### config.mk
export PLATFORM = sky130hd
export DESIGN_NAME = onehot_scan_decoder
export DESIGN_NICKNAME = d
export VERILOG_FILES = /design/src/rtl/onehot_scan_decoder.sv
export SDC_FILE = /design/constraint.sdc
export NUM_CORES = 1
export LEC_CHECK = 0
export BUFFER_PORTS_ARGS = -buffer_cell sky130_fd_sc_hd__buf_2
export CORE_MARGIN = 1
export CORE_UTILIZATION = 49
export DETAILED_ROUTE_END_ITERATION = 8
export GPL_ROUTABILITY_DRIVEN = 0
export GPL_TIMING_DRIVEN = 0
export PLACE_DENSITY = 0.86
export SYNTH_ARGS = -nofsm -noshare
export SYNTH_HDL_FRONTEND = slang
export SYNTH_SLANG_ARGS = --single-unit
### constraint.sdc
create_clock -name clk -period 2.47 [get_ports clk]
set_input_delay 0.247 -clock clk [delete_from_list [all_inputs] [get_ports clk]]
set_output_delay 0.247 -clock clk [all_outputs]
set_load 0.05 [all_outputs]
### src/rtl/onehot_scan_decoder.sv
// Registered SEL_W-to-2^SEL_W one-hot decoder with output enable.
// Modes: 00 direct (latched) decode, 01 single-cycle pulse decode,
//        10 dwell-timed walking-one scan up, 11 walking-one scan down.
// A load always captures sel into the index and restarts the dwell count.
module onehot_scan_decoder #(
  parameter int SEL_W = 3,
  parameter int DWELL = 4
) (
  input  logic                    clk,
  input  logic                    rst,
  input  logic                    en,
  input  logic [1:0]              mode,
  input  logic [SEL_W-1:0]        sel,
  input  logic                    load,
  output logic [(1<<SEL_W)-1:0]   F,
  output logic [SEL_W-1:0]        idx,
  output logic                    wrap
);

  localparam int OUT_W = 1 << SEL_W;
  // The dwell counter needs at least one bit even when DWELL is 1.
  localparam int CNT_W = (DWELL > 1) ? $clog2(DWELL) : 1;
  localparam logic [CNT_W-1:0] CNT_LAST = CNT_W'(DWELL - 1);
  localparam logic [SEL_W-1:0] IDX_TOP  = {SEL_W{1'b1}};

  localparam logic [1:0] MODE_DIRECT = 2'b00;
  localparam logic [1:0] MODE_PULSE  = 2'b01;
  localparam logic [1:0] MODE_UP     = 2'b10;

  logic [SEL_W-1:0] idx_q,  idx_d;
  logic [CNT_W-1:0] cnt_q,  cnt_d;
  logic [OUT_W-1:0] f_q,    f_d;
  logic             wrap_q, wrap_d;

  logic scan_mode;
  logic dwell_done;

  assign scan_mode  = mode[1];
  assign dwell_done = (cnt_q == CNT_LAST);

  // Next-state logic for index, dwell counter, wrap flag and one-hot output.
  always_comb begin
    idx_d  = idx_q;
    cnt_d  = cnt_q;
    wrap_d = 1'b0;
    f_d    = '0;

    if (load) begin
      // Load wins over any scan advance and never reports a wrap.
      idx_d = sel;
      cnt_d = '0;
    end else if (scan_mode && en) begin
      if (dwell_done) begin
        cnt_d = '0;
        if (mode == MODE_UP) begin
          idx_d  = idx_q + SEL_W'(1);
          wrap_d = (idx_q == IDX_TOP);
        end else begin
          idx_d  = idx_q - SEL_W'(1);
          wrap_d = (idx_q == '0);
        end
      end else begin
        cnt_d = cnt_q + CNT_W'(1);
      end
    end else if (!scan_mode) begin
      // Direct/pulse modes keep the counter cleared so a later scan starts fresh.
      cnt_d = '0;
    end

    if (!en) begin
      f_d = '0;
    end else if (mode == MODE_PULSE) begin
      f_d = load ? (OUT_W'(1) << sel) : '0;
    end else begin
      f_d = OUT_W'(1) << idx_d;
    end
  end

  // State registers; reset discards any scan or pulse in progress.
  always_ff @(posedge clk or posedge rst) begin
    if (rst) begin
      idx_q  <= '0;
      cnt_q  <= '0;
      f_q    <= '0;
      wrap_q <= 1'b0;
    end else begin
      idx_q  <= idx_d;
      cnt_q  <= cnt_d;
      f_q    <= f_d;
      wrap_q <= wrap_d;
    end
  end

  assign F    = f_q;
  assign idx  = idx_q;
  assign wrap = wrap_q;

  // The output is never multi-hot.
  property p_onehot0;
    @(posedge clk) disable iff (rst) $onehot0(f_q);
  endproperty
  a_onehot0: assert property (p_onehot0);

  // MODE_DIRECT documents the encoding; direct and scan share the idx-driven output path.
  logic unused_mode_const;
  assign unused_mode_const = ^MODE_DIRECT;

endmodule

* Word level (Yosys, flattened, before mapping) *
Index checks and enable logic that the tools add are counted.

word-level totals
  bits in registers = 14
  input port bits = 9
  output and inout port bits = 12
  logic and storage cells = 31

operators by class
  add/sub/neg operators = 3
  equal/unequal tests = 5
  shift-type cells = 2
  muxes and demuxes = 15
  reduce and logical (&&, ||, !) cells = 2

operator list
  cell                                                   count
  2-to-1 mux 8 bit                                       3
  left shift 1 x 3 -> 8 bit, first input constant        2
  2-to-1 mux 3 bit                                       4
  2-to-1 mux 2 bit                                       4
  == test 2 bit, second input constant                   2
  2-to-1 mux 1 bit                                       4
  adder 3 x 1 -> 3 bit, second input constant            1
  == test 3 bit, second input constant                   1
  zero test 3 bit                                        1
  inequality test 3 x 1 -> 1 bit, second input constant  1
  subtractor 3 x 1 -> 3 bit, second input constant       1
  adder 2 x 1 -> 2 bit, second input constant            1
  == test 2 x 1 -> 1 bit, second input constant          1
  logical AND 1 bit                                      1

* Depth between registers and ports, before layout *
  depth after elaboration = 8
  gate-level depth with buffers = 6
  gate-level depth less buffers = 6

* Worst setup path before layout *
No wires, ideal clock.

  path type = flip-flop to flip-flop
  from = reg idx_q[0] (netlist: idx[0])
  to = reg f_q[2] (netlist: F[2])
  library setup time = 87 ps
  arrival = 2319 ps
  required time = 2383 ps
  slack = 64 ps
  stages on the path, launching flop included = 7
  buffers on the path = 0
  clock period less this slack = 2406 ps
  cell sequence = dfrtp_1 -> inv_1 -> fa_1 -> xor2_1 -> or4b_4 -> a41o_1 -> a211oi_2

on the way
  longest elaborated chain between the ends = 8
  elaborated cells between the ends (all ways) = 9
  those cells by class = add/sub: 2; shift: 1; mux: 6

RTL lines
  element                                                                   RTL line  source
  start: declaration                                                        30        logic [SEL_W-1:0] idx_q, idx_d;
  start signal: assignment                                                  87        idx_q <= idx_d;
  subtractor 3 x 1 -> 3 bit / adder 3 x 1 -> 3 bit (equally long branches)  59, 56
  2-to-1 mux 3 bit                                                          55        if (mode == MODE_UP) begin
  2-to-1 mux 3 bit                                                          53        if (dwell_done) begin
  2-to-1 mux 3 bit (*)                                                      52        end else if (scan_mode && en) begin
  2-to-1 mux 3 bit (*)                                                      48        if (load) begin
  left shift 1 x 3 -> 8 bit (*)                                             75        f_d = OUT_W'(1) << idx_d;
  2-to-1 mux 8 bit (*)                                                      72        end else if (mode == MODE_PULSE) begin
  2-to-1 mux 8 bit (*)                                                      70        if (!en) begin
  via f_d[2]                                                                32        logic [OUT_W-1:0] f_q, f_d;
  end signal: assignment                                                    84        f_q <= '0;
  end signal: assignment                                                    89        f_q <= f_d;
  end: declaration                                                          32

The timed path passes the listed nets; every way through them passes the cells marked *.
A chain may end at the register's enable or synchronous reset.

* Worst setup path in the final report *
Same ends and word-level chain as after synthesis.

==> run metrics <==
Setup CP Type=register to register; Max Slew Vio Count=0; M3 GR Usage=6.52%; slowest cell on the critical path=or4b_4; DRT Pass-1 Iters=4; Post-Synthesis Cells=76; layout cells sized above 1=between 20% and 30%; fillers=114; H-tree depth=1; final std cell area, no fill=a little under 900 µm²; hold buffer count at cts=0; worst hold slack=-0.0107 ns; Ant. Diodes=0; # DRC=0; yosys warns=0; reg2reg path depth=6; initial DRC count=17; Hold Violations, Final=14; Worst EP arrival=around 2.4 ns; Synthesized Nets=between 80 and 90; Starting Density=55.1%; die height=40.9 µm; # resized after CTS=0; Overflow after GRT=0; clk slew on worst S/H paths=roughly 0.080 ns; Worst Tran Pin Value=0.525 ns; All-Layer GR Usage=22.8%; relative slew slack=roughly two thirds; row cnt=13; Area growth syn-to-layout=17.7%; Crit path buffers/inverters=1; CP cell instances=inv_1 -> fa_1 -> xor2_1 -> or4b_4 -> a41o_1 -> a211oi_2; dpl cell area=852 µm²; library cells used by synthesis=33; Crit Reg-Reg Endpoint=F[2]; Period minus WS final=about 2.2 ns; Seq/Total Area, Yosys=47.1%; async set or reset register ratio after synthesis=between 90% and 100%; core area=1350 µm²; syn_area_per_cell=just under 10 µm²; CTS tree=yes; CP top delay family=compound AO/OA/AOI/OAI gates; Finish-stage setup viols=0; met2 usage=between 30% and 40%; DIE AREA=roughly 1700 µm²; leakage power=approximately 0.43 nW; DRT antenna net count=0; max cap viols=0; Root Driver=clkbuf_4; number of enable flip-flop cells after synthesis=0; port bufs=18; Setup Fix Bufs, Post-CTS=0; # IOs=21; Fin Setup TNS=0 ns; WL/cell=around 13 µm; Worst setup SP type=register; DP Wirelength=around 1.1 mm; cell taking the most area after synthesis=dfrtp_1; die width=roughly 41 µm; initial antenna violation count=0; f_max=between 400 and 500 MHz; VDD IR max=between 0.0002 and 0.00025 V; Post-layout nets=110; Synth Cell Area=743 µm²; r2r setup slk=roughly 0.26 ns; most used routing layer=met2; vias in the first global route=around 620; clock latency on the worst-skew pair=between 0.2 and 0.3 ns; Worst Skew=between 0.004 and 0.005 ns; Yosys top cell area share=47.1%; Critical Path Sink Type=register; crit path max fanout=6; Required @ worst endpoint=between 2 and 3 ns; Post-synth top cells=14 x dfrtp_1, 6 x inv_1, 5 x a21oi_1, 5 x nand2b_1, 5 x nor2_1; first-pass GRT wire length=approximately 2.4 mm; outcome=finished with violations; crit share post-route=between 80% and 90%; RSZ-0062 raised after global routing=false; largest net degree at the start of global routing=15; DR vias/cell=6.04; Clock Sinks=14; synth top area cells=dfrtp_1 47%, nand2b_1 4.2%, a21oi_1 3.4%; crit-path max cell delay=slightly below 0.5 ns; Num CTS Buffers=3; min-delay worst type=primary input to asynchronous set/reset pin; Final Util=between 60 and 70%; final wirelength=1.50 mm; vias after detailed routing=676; CTS Buffer Depth=2; Yosys reg bits=14; top-count cell post-synth=dfrtp_1; most common flop cell mapped by yosys=dfrtp_1; Pwr Density=~560 nW/µm²; met1 usage=about a quarter; failing checks=hold timing; worst flop-to-flop path startpoint=idx[0]
per-stage QoR:
stage	power, W	std cells	setup slack (ns)
floorplan	0.000337	76	0.0641
global placement	0.000366	109	0.295
detailed placement	0.000369	109	0.289
CTS	0.000496	112	0.274
global route	0.000521	112	0.202
finish	0.000491	112	0.265
how the worst max path moves through the flow:
stage	startpoint	end	cells past startpoint
after CTS	idx[0]	F[2]	6
after detailed placement	mode[1]	F[2]	7
after global routing	idx[0]	F[2]	6
after floorplan	idx[0]	F[2]	6
final	idx[0]	F[2]	6
after global placement	mode[1]	F[2]	7
sequential cells by signal, summed over array words and instances (netlist names):
name,cells
idx,3
cnt_q,2
F,8
wrap,1
power breakdown:
| part | internal [W] | switching (W) | total, W |
|---|---|---|---|
| clock network | 0.0000565 | 0.0000698 | 0.000126 |
| registers | 0.000240 | 0.00000747 | 0.000247 |
| logic | 0.0000332 | 0.0000849 | 0.000118 |
| total | 0.000329 | 0.000162 | 0.000491 |
layout by cell type (no fill, tap or decap), types with 2 or more instances in the layout:
| cell type | n |
|---|---|
| nand3_1 | 3 |
| or3_1 | 3 |
| inv_1 | 6 |
| nand2b_1 | 5 |
| buf_2 | 19 |
| o22ai_1 | 3 |
| clkbuf_4 | 3 |
| nand2_1 | 4 |
| nor3_1 | 2 |
| nor2_1 | 5 |
| a21oi_1 | 5 |
| dfrtp_1 | 14 |
| nand4_1 | 3 |
| a41o_1 | 2 |
layer usage:
layer	wire (µm)	part of all wire, %	vias to the layer above
met5	0	0	-
met4	19	1.3	0
met3	102	6.8	4
met2	753	50	31
met1	620	41	321
li1	-	-	320
logic make-up after synthesis:
| logic type | count (synthesis) | synth area share (%) |
|---|---|---|
| buffers and inverters | 9 | 4.71 |
| AOI/OAI and AO/OA | 18 | 17.2 |
| muxes | 1 | 1.35 |
| and+or+nand+nor | 31 | 24.1 |
| adders and majority gates | 2 | 4.38 |
| DFF | 14 | 47.1 |
| xor gates and xnor gates | 1 | 1.18 |
layout make-up:
class / instances / area (µm²) / area share, %
multi-input combinational: 53 / 358 / 40.9
sequential: 14 / 350 / 40.1
timing repair buffer: 18 / 90.1 / 10.3
clock buffer: 3 / 22.5 / 2.58
inverter: 6 / 22.5 / 2.58
tap: 15 / 18.8 / 2.15
buffer: 3 / 12.5 / 1.43
Note: power is estimated with default switching activity, not from simulation.
